**config.mk**
```make
export PLATFORM = sky130hd
export DESIGN_NAME = ram_frame_reader
export DESIGN_NICKNAME = d
export VERILOG_FILES = /design/src/rtl/ram_frame_reader.sv
export SDC_FILE = /design/constraint.sdc
export NUM_CORES = 1
export LEC_CHECK = 0
export CORE_MARGIN = 1
export CORE_UTILIZATION = 45
export CTS_CLUSTER_DIAMETER = 80
export DETAILED_ROUTE_END_ITERATION = 7
export DONT_BUFFER_PORTS = 1
export GPL_TIMING_DRIVEN = 0
export PLACE_DENSITY_LB_ADDON = 0.1
export SKIP_LAST_GASP = 1
export SLEW_MARGIN = 20
export SYNTH_ARGS = -nofsm -noshare
export SYNTH_HDL_FRONTEND = slang
export SYNTH_SLANG_ARGS = --single-unit
export TNS_END_PERCENT = 5
```
**constraint.sdc**
```tcl
create_clock -name CLK -period 5.2 [get_ports CLK]
set_input_delay 1.04 -clock CLK [delete_from_list [all_inputs] [get_ports CLK]]
set_output_delay 1.04 -clock CLK [all_outputs]
set_load 0.01 [all_outputs]
```
**src/rtl/ram_frame_reader.sv**
```systemverilog
// ram_frame_reader
//   Streams LEN consecutive bytes starting at BASE_ADDR (wrapping modulo
//   2^ADDR_W) out of one read port of a registered-output RAM. The bytes go
//   out on a valid/ready stream with a last-byte marker.
// Ports:
//   CLK, RST_N             clock, async active-low reset
//   START, BASE_ADDR, LEN  frame command (accepted only while BUSY=0)
//   BUSY, DONE             frame in progress / one-cycle completion pulse
//   RAM_ADDR, RAM_WEN      RAM read address, write enable (always 0)
//   RAM_DOUT               RAM read data, valid RD_LAT cycles after address
//   M_DATA, M_VALID,
//   M_READY, M_LAST        output byte stream
module ram_frame_reader #(
  parameter int ADDR_W     = 13,
  parameter int DATA_W     = 8,
  parameter int RD_LAT     = 2,
  parameter int FIFO_DEPTH = 4
) (
  input  logic              CLK,
  input  logic              RST_N,
  input  logic              START,
  input  logic [ADDR_W-1:0] BASE_ADDR,
  input  logic [ADDR_W:0]   LEN,
  output logic              BUSY,
  output logic              DONE,
  output logic [ADDR_W-1:0] RAM_ADDR,
  output logic              RAM_WEN,
  input  logic [DATA_W-1:0] RAM_DOUT,
  output logic [DATA_W-1:0] M_DATA,
  output logic              M_VALID,
  input  logic              M_READY,
  output logic              M_LAST
);

  localparam int PTR_W = (FIFO_DEPTH > 1) ? $clog2(FIFO_DEPTH) : 1;
  localparam int CNT_W = $clog2(FIFO_DEPTH + 1);
  localparam logic [ADDR_W:0]    MAX_LEN  = {1'b1, {ADDR_W{1'b0}}};
  localparam logic [ADDR_W:0]    LEN_ONE  = (ADDR_W+1)'(1);
  localparam logic [ADDR_W-1:0]  ADDR_ONE = ADDR_W'(1);
  localparam logic [CNT_W-1:0]   CNT_ONE  = CNT_W'(1);
  localparam logic [PTR_W-1:0]   PTR_ONE  = PTR_W'(1);
  localparam logic [PTR_W-1:0]   PTR_LAST = PTR_W'(FIFO_DEPTH - 1);
  localparam logic [31:0]        DEPTH_U  = 32'(FIFO_DEPTH);

  typedef enum logic [1:0] {IDLE, READ, DRAIN} state_t;

  state_t              state_q, state_d;
  logic [ADDR_W-1:0]   addr_q, addr_d;
  logic [ADDR_W-1:0]   ram_addr_q;
  logic [ADDR_W:0]     issue_cnt_q, issue_cnt_d;
  logic [ADDR_W:0]     deliv_cnt_q, deliv_cnt_d;
  logic                done_q, done_d;
  logic [RD_LAT-1:0]   pipe_q, pipe_d;
  logic [DATA_W-1:0]   fifo_mem_q [FIFO_DEPTH];
  logic [PTR_W-1:0]    wr_ptr_q, rd_ptr_q;
  logic [CNT_W-1:0]    fifo_cnt_q;

  logic [ADDR_W:0]     len_c;
  logic [31:0]         used;
  logic                issue, push, pop;

  assign len_c   = (LEN > MAX_LEN) ? MAX_LEN : LEN;
  assign M_VALID = (fifo_cnt_q != '0);
  assign M_DATA  = fifo_mem_q[rd_ptr_q];
  assign M_LAST  = M_VALID && (deliv_cnt_q == LEN_ONE);
  assign BUSY    = (state_q != IDLE);
  assign DONE    = done_q;
  assign RAM_WEN = 1'b0;
  assign push    = pipe_q[RD_LAT-1];
  assign pop     = M_VALID && M_READY;
  // The issuing address goes straight out so the RAM sees it one cycle after
  // START; between issues the last issued address is held.
  assign RAM_ADDR = issue ? addr_q : ram_addr_q;

  // Credit: reads in flight plus buffered bytes never exceed the FIFO size,
  // so every byte emerging from the RAM pipe has a free slot.
  always_comb begin
    used = 32'(fifo_cnt_q);
    for (int unsigned i = 0; i < RD_LAT; i++) used = used + 32'(pipe_q[i]);
    issue = (state_q == READ) && (issue_cnt_q != '0) && (used < DEPTH_U);
  end

  always_comb begin
    pipe_d    = '0;
    pipe_d[0] = issue;
    for (int unsigned i = 1; i < RD_LAT; i++) pipe_d[i] = pipe_q[i-1];
  end

  always_comb begin
    state_d     = state_q;
    done_d      = 1'b0;
    addr_d      = addr_q;
    issue_cnt_d = issue_cnt_q;
    deliv_cnt_d = pop ? deliv_cnt_q - LEN_ONE : deliv_cnt_q;
    case (state_q)
      IDLE: begin
        if (START) begin
          if (len_c != '0) begin
            state_d     = READ;
            addr_d      = BASE_ADDR;
            issue_cnt_d = len_c;
            deliv_cnt_d = len_c;
          end else begin
            done_d = 1'b1;
          end
        end
      end
      READ: begin
        if (issue) begin
          addr_d      = addr_q + ADDR_ONE;
          issue_cnt_d = issue_cnt_q - LEN_ONE;
          if (issue_cnt_q == LEN_ONE) state_d = DRAIN;
        end
      end
      DRAIN: begin
        if (pop && (deliv_cnt_q == LEN_ONE)) begin
          state_d = IDLE;
          done_d  = 1'b1;
        end
      end
      default: state_d = IDLE;
    endcase
  end

  always_ff @(posedge CLK or negedge RST_N) begin
    if (!RST_N) state_q <= IDLE;
    else        state_q <= state_d;
  end

  always_ff @(posedge CLK or negedge RST_N) begin
    if (!RST_N) begin
      addr_q      <= '0;
      ram_addr_q  <= '0;
      issue_cnt_q <= '0;
      deliv_cnt_q <= '0;
      done_q      <= 1'b0;
      pipe_q      <= '0;
    end else begin
      addr_q      <= addr_d;
      issue_cnt_q <= issue_cnt_d;
      deliv_cnt_q <= deliv_cnt_d;
      done_q      <= done_d;
      pipe_q      <= pipe_d;
      if (issue) ram_addr_q <= addr_q;
    end
  end

  always_ff @(posedge CLK or negedge RST_N) begin
    if (!RST_N) begin
      for (int unsigned i = 0; i < FIFO_DEPTH; i++) fifo_mem_q[i] <= '0;
      wr_ptr_q   <= '0;
      rd_ptr_q   <= '0;
      fifo_cnt_q <= '0;
    end else begin
      if (push) begin
        fifo_mem_q[wr_ptr_q] <= RAM_DOUT;
        wr_ptr_q <= (wr_ptr_q == PTR_LAST) ? '0 : wr_ptr_q + PTR_ONE;
      end
      if (pop) rd_ptr_q <= (rd_ptr_q == PTR_LAST) ? '0 : rd_ptr_q + PTR_ONE;
      case ({push, pop})
        2'b10:   fifo_cnt_q <= fifo_cnt_q + CNT_ONE;
        2'b01:   fifo_cnt_q <= fifo_cnt_q - CNT_ONE;
        default: fifo_cnt_q <= fifo_cnt_q;
      endcase
    end
  end

endmodule

```
# --- Yosys cells after proc, flatten, opt, wreduce, memory -nomap -nowiden ---
# Cells that the tools add are included.
word_totals:
  ff_bits: 98
  in_bits: 39
  out_inout_bits: 26
  elab_cells: 91
classes:
  addsub: 9
  order_cmp: 5
  eq_ne: 13
  n_mux: 33
  bitwise: 2
  reduce_logical: 15
ops:
  columns: ["op", "n"]
  rows:
  - ["2-to-1 mux 14 bit", 8]
  - ["2-to-1 mux 13 bit", 4]
  - ["bitwise mux 32 bit", 1]
  - ["equality test 14 x 1 -> 1 bit, second input constant", 2]
  - ["case mux 14 bit (2 select lines)", 1]
  - ["nonzero test 14 bit", 2]
  - ["subtractor 14 x 1 -> 14 bit, second input constant", 2]
  - ["case mux 13 bit (2 select lines)", 1]
  - ["2-to-1 mux 8 bit", 3]
  - ["binary-select mux 8 bit (select 2 bit)", 1]
  - ["demux 8 bit (select 2 bit)", 1]
  - ["> comparator 14 bit, second input constant", 1]
  - ["2-to-1 mux 2 bit", 7]
  - ["adder 13 x 1 -> 13 bit, second input constant", 1]
  - ["equality test 2 bit, second input constant", 4]
  - ["inequality test 2 bit, second input constant", 4]
  - ["greater-or-equal comparator 3 bit, second input constant", 2]
  - ["logical AND 1 bit", 6]
  - ["NOT 2 -> 3 bit", 2]
  - ["case mux 2 bit (3 select lines)", 1]
  - ["case mux 3 bit (2 select lines)", 1]
  - ["nonzero test 2 bit", 3]
  - ["adder 4 x 1 -> 5 bit", 1]
  - ["< comparator 5 x 3 -> 1 bit, second input constant", 1]
  - ["13 further kinds", 17]

# --- Depth between registers and ports, before layout ---
logic_depth:
  word_depth: 6
  ltp_mapped: 9
  mapped_depth_nobuf: 9

# --- Worst setup path after synthesis ---
# Ideal clock, no wire load.
synth_timing:
  kind: "register to output"
  from: "reg issue_cnt_q[0]"
  to: "out RAM_ADDR[11]"
  t_arrival_ps: 1917
  required_time_ps: 4160
  path_slack_ps: 2243
  stages_incl_launch_ff: 8
  path_buffers: 1
  path_cell_list: "dfrtp_1 > inv_1 > ha_1 > nor4b_4 > nand4_4 > nand2_2 > buf_4 > mux2_2"
synth_via:
  elab_chain_len: 4
synth_rtl:
  columns: ["element", "line_no", "source"]
  rows:
  - ["start, declared", "50", "logic [ADDR_W:0] issue_cnt_q, issue_cnt_d;"]
  - ["start signal, assigned", "140", "issue_cnt_q <= issue_cnt_d;"]
  - ["nonzero test 14 bit", "80", "issue = (state_q == READ) && (issue_cnt_q != '0) && (used < DEPTH_U);"]
  - ["logical AND 1 bit (2 in a row)", "80", null]
  - ["2-to-1 mux 13 bit", null, null]
  - ["end, declared", "26", "output logic [ADDR_W-1:0] RAM_ADDR,"]
# Every way passes these cells.

# --- Final worst setup path ---
layout_timing:
  from: "reg issue_cnt_q[0]"
  to: "out RAM_ADDR[8]"
# Same word-level chain as after synthesis.

==> flow_summary.toml <==
[cells_and_area]
layout.nets = 555
final_cell_area_um2 = 5760
n_fill_cell = 1069
syn_to_final_growth_pct = 8.90
drive_gt1_share_pct = 19.9
n_antenna_cell = 0

[route]
ant_nets = 0
viasPerCell = 6.02
num_vias = 3914
first_pass_iters = 4
drtIter0Drc = 183
wl_per_cell_um = 19.8
drc = 0
drt_wl_total_um = 12900

[power]
p_per_area_nw_per_um2 = 584
ir_worst_vdd_mv = 0.352
p_leak_nw = 2.34
total_power_mw = 3.37

[critical_path]
worstSetupPathType = "reg -> out"
start_kind = "flip-flop"
crit_fanout = 10
rr_endpoint = "ram_addr_q[8]"
r2r_cells = 7
end_kind = "primary output"
reg2reg_from = "issue_cnt_q[0]"
cp.required_ps = 4160
crit_arrival_ps = 2690
reg2reg_setup_slack_ps = 2740

[synthesis]
yosys_warnings = 0
synth-main-ff-cell = "dfrtp_1"
synth_seq_cells = 98
syn_avg_cell_area_um2 = 10.7
synth_area_um2 = 5290
yosysTopAreaCell = "dfrtp_1"
yosysTopAreaCellShare_pct = 46.4
synthTopCellsByArea = "dfrtp_1 46%, mux2_2 8.9%, o21ai_0 3.6%"
syn_inst = 492
synth_edf_count = 0
postSynth.asyncResetShare_pct = 100
syn_nets = 544
yosysUniqueCellTypes = 69
ys_seq_area_share_pct = 46.4

[status]
status = "finished clean"

[placement]
portBuffers = 0
dp.final_hpwl_um = 9070
dpl_cell_area_um2 = 5470
routabilityCongestion = 0.887

[sta]
max_freq_mhz = 268
finalMaxSlewViolations = 0
whs_ps = 377
finalSetupTns_ps = 0
hold_viol_final = 0
clock_skew_ps = 6.26
finalSetupViolCount = 0
rsz0062_at_grt = "false"
max_slew_margin_pct = 40.5
tightest_slew_ps = 880
post-route-period-util_pct = 71.7
min_period_ps = 3730

[clock_network]
numCtsBuffers = 9
post_cts_resized = 0
clkSlewWorstSetupHoldPaths_ps = 70
numClockSinks = 98
clock_latency_ps = 360
ctsHtreeMaxLevel = 3
cts_hold_buffers = 0
cts-root-buf = "clkbuf_16"
ctsLongestPathBuffers = 2
post-cts-setup-buffers = 0
cts_tree = "yes"

[die]
rows = 39
die-height_um = 110
core_area_um2 = 11400
start_util_pct = 46.3
io_pins = 65
dieArea_um2 = 12200
die_w_um = 110

[global_route]
grt_pass1_wl_um = 21000
grt_pass1_vias = 4005
grt_start_max_net_pins = 99
gr-total-overflow = 0
grt_util_all_layers_pct = 22.1
antenna_found_initial = 0

[run]
cap_violations = 0

[worst_hold_path]
hold_path.class = "in -> async"
worst max-delay path by stage:
stage,start,to,cells past startpoint
global placement,issue_cnt_q[0],RAM_ADDR[8],7
global route,issue_cnt_q[0],RAM_ADDR[8],7
detailed placement,issue_cnt_q[0],RAM_ADDR[8],7
CTS,issue_cnt_q[0],RAM_ADDR[8],7
finish,issue_cnt_q[0],RAM_ADDR[8],7
floorplan,issue_cnt_q[0],RAM_ADDR[11],7
per-stage QoR:
step	worst slack, ps	instances	util, %
after floorplan	2240	492	-
after global placement	1870	635	47.9
after detailed placement	1860	635	47.9
after CTS	1470	650	50.4
after global routing	1310	650	50.4
final	1470	650	50.4
registers in the layout, summed over array words and instances, names as in the netlist:
name	cells
deliv_cnt_q	14
wr_ptr_q	2
addr_q	13
state_q	2
issue_cnt_q	14
fifo_cnt_q	3
fifo_mem_q	32
DONE	1
rd_ptr_q	2
ram_addr_q	13
pipe_q	2
critical path: stages (launching register included):
cell     delay, ps
dfrtp_1        470
inv_1          130
ha_1           240
nor4b_4        370
nand4_4        200
nand2_2        300
buf_4          240
mux2_2         390
cell usage after synthesis (6+ instances only):
library cell / count
nor2b_1: 6
nand3_1: 19
a31oi_1: 16
nand4_1: 6
dfrtp_1: 98
a21oi_1: 19
mux4_2: 8
xor2_1: 11
o21ai_2: 10
nor4_1: 8
nor3_1: 9
o21ai_0: 38
mux2_2: 42
nor2_1: 23
clkbuf_1: 13
o31ai_1: 10
inv_1: 14
ha_1: 12
nand2_1: 46
routing by layer:
metal	vias up	track usage (%)	part of all wire, %
met4	0	6.58	1.3
met3	12	5.82	4.6
met5	-	0	0
met1	1976	29.1	45
li1	1824	-	-
met2	102	35.9	49
power breakdown:
part	internal, mW	total (mW)	switching, mW	leakage [nW]
clock	0.373	0.678	0.305	0.146
sequential	1.10	1.36	0.253	1.17
combinational	0.623	1.33	0.708	1.02
total	2.10	3.37	1.27	2.34
cells by family after synthesis:
logic type                 share of synthesized area (%)
DFF                                                 46.4
AOI/OAI and AO/OA                                   15.1
muxes                                               13.4
and+or+nand+nor                                     15.4
buffers and inverters                               3.81
xor gates and xnor gates                            2.65
adders and majority gates                           3.22
other                                             0.0709
layout by cell type (no fill, tap or decap), drive strengths merged, types with 10 or more instances in the layout:
cell / netlist / final
o31ai: 10 / 10
buf: 11 / 11
nor2: 24 / 24
mux2: 43 / 43
ha: 12 / 12
nor3: 10 / 10
a31oi: 16 / 16
o21ai: 50 / 50
nand3: 19 / 19
xor2: 11 / 11
a21oi: 19 / 19
clkbuf: 13 / 22
nand2: 49 / 49
inv: 16 / 18
dfrtp: 98 / 98
area by class of cell:
class / instances / area, um2 / share of cell area (%)
Multi-Input combinational cell: 353 / 2630 / 45.7
Sequential cell: 98 / 2450 / 42.6
Clock buffer: 9 / 225 / 3.91
Tap cell: 143 / 179 / 3.11
Buffer: 24 / 138 / 2.39
Clock inverter: 6 / 66.3 / 1.15
Inverter: 17 / 63.8 / 1.11
No activity file was read; power rests on OpenSTA's default activity.
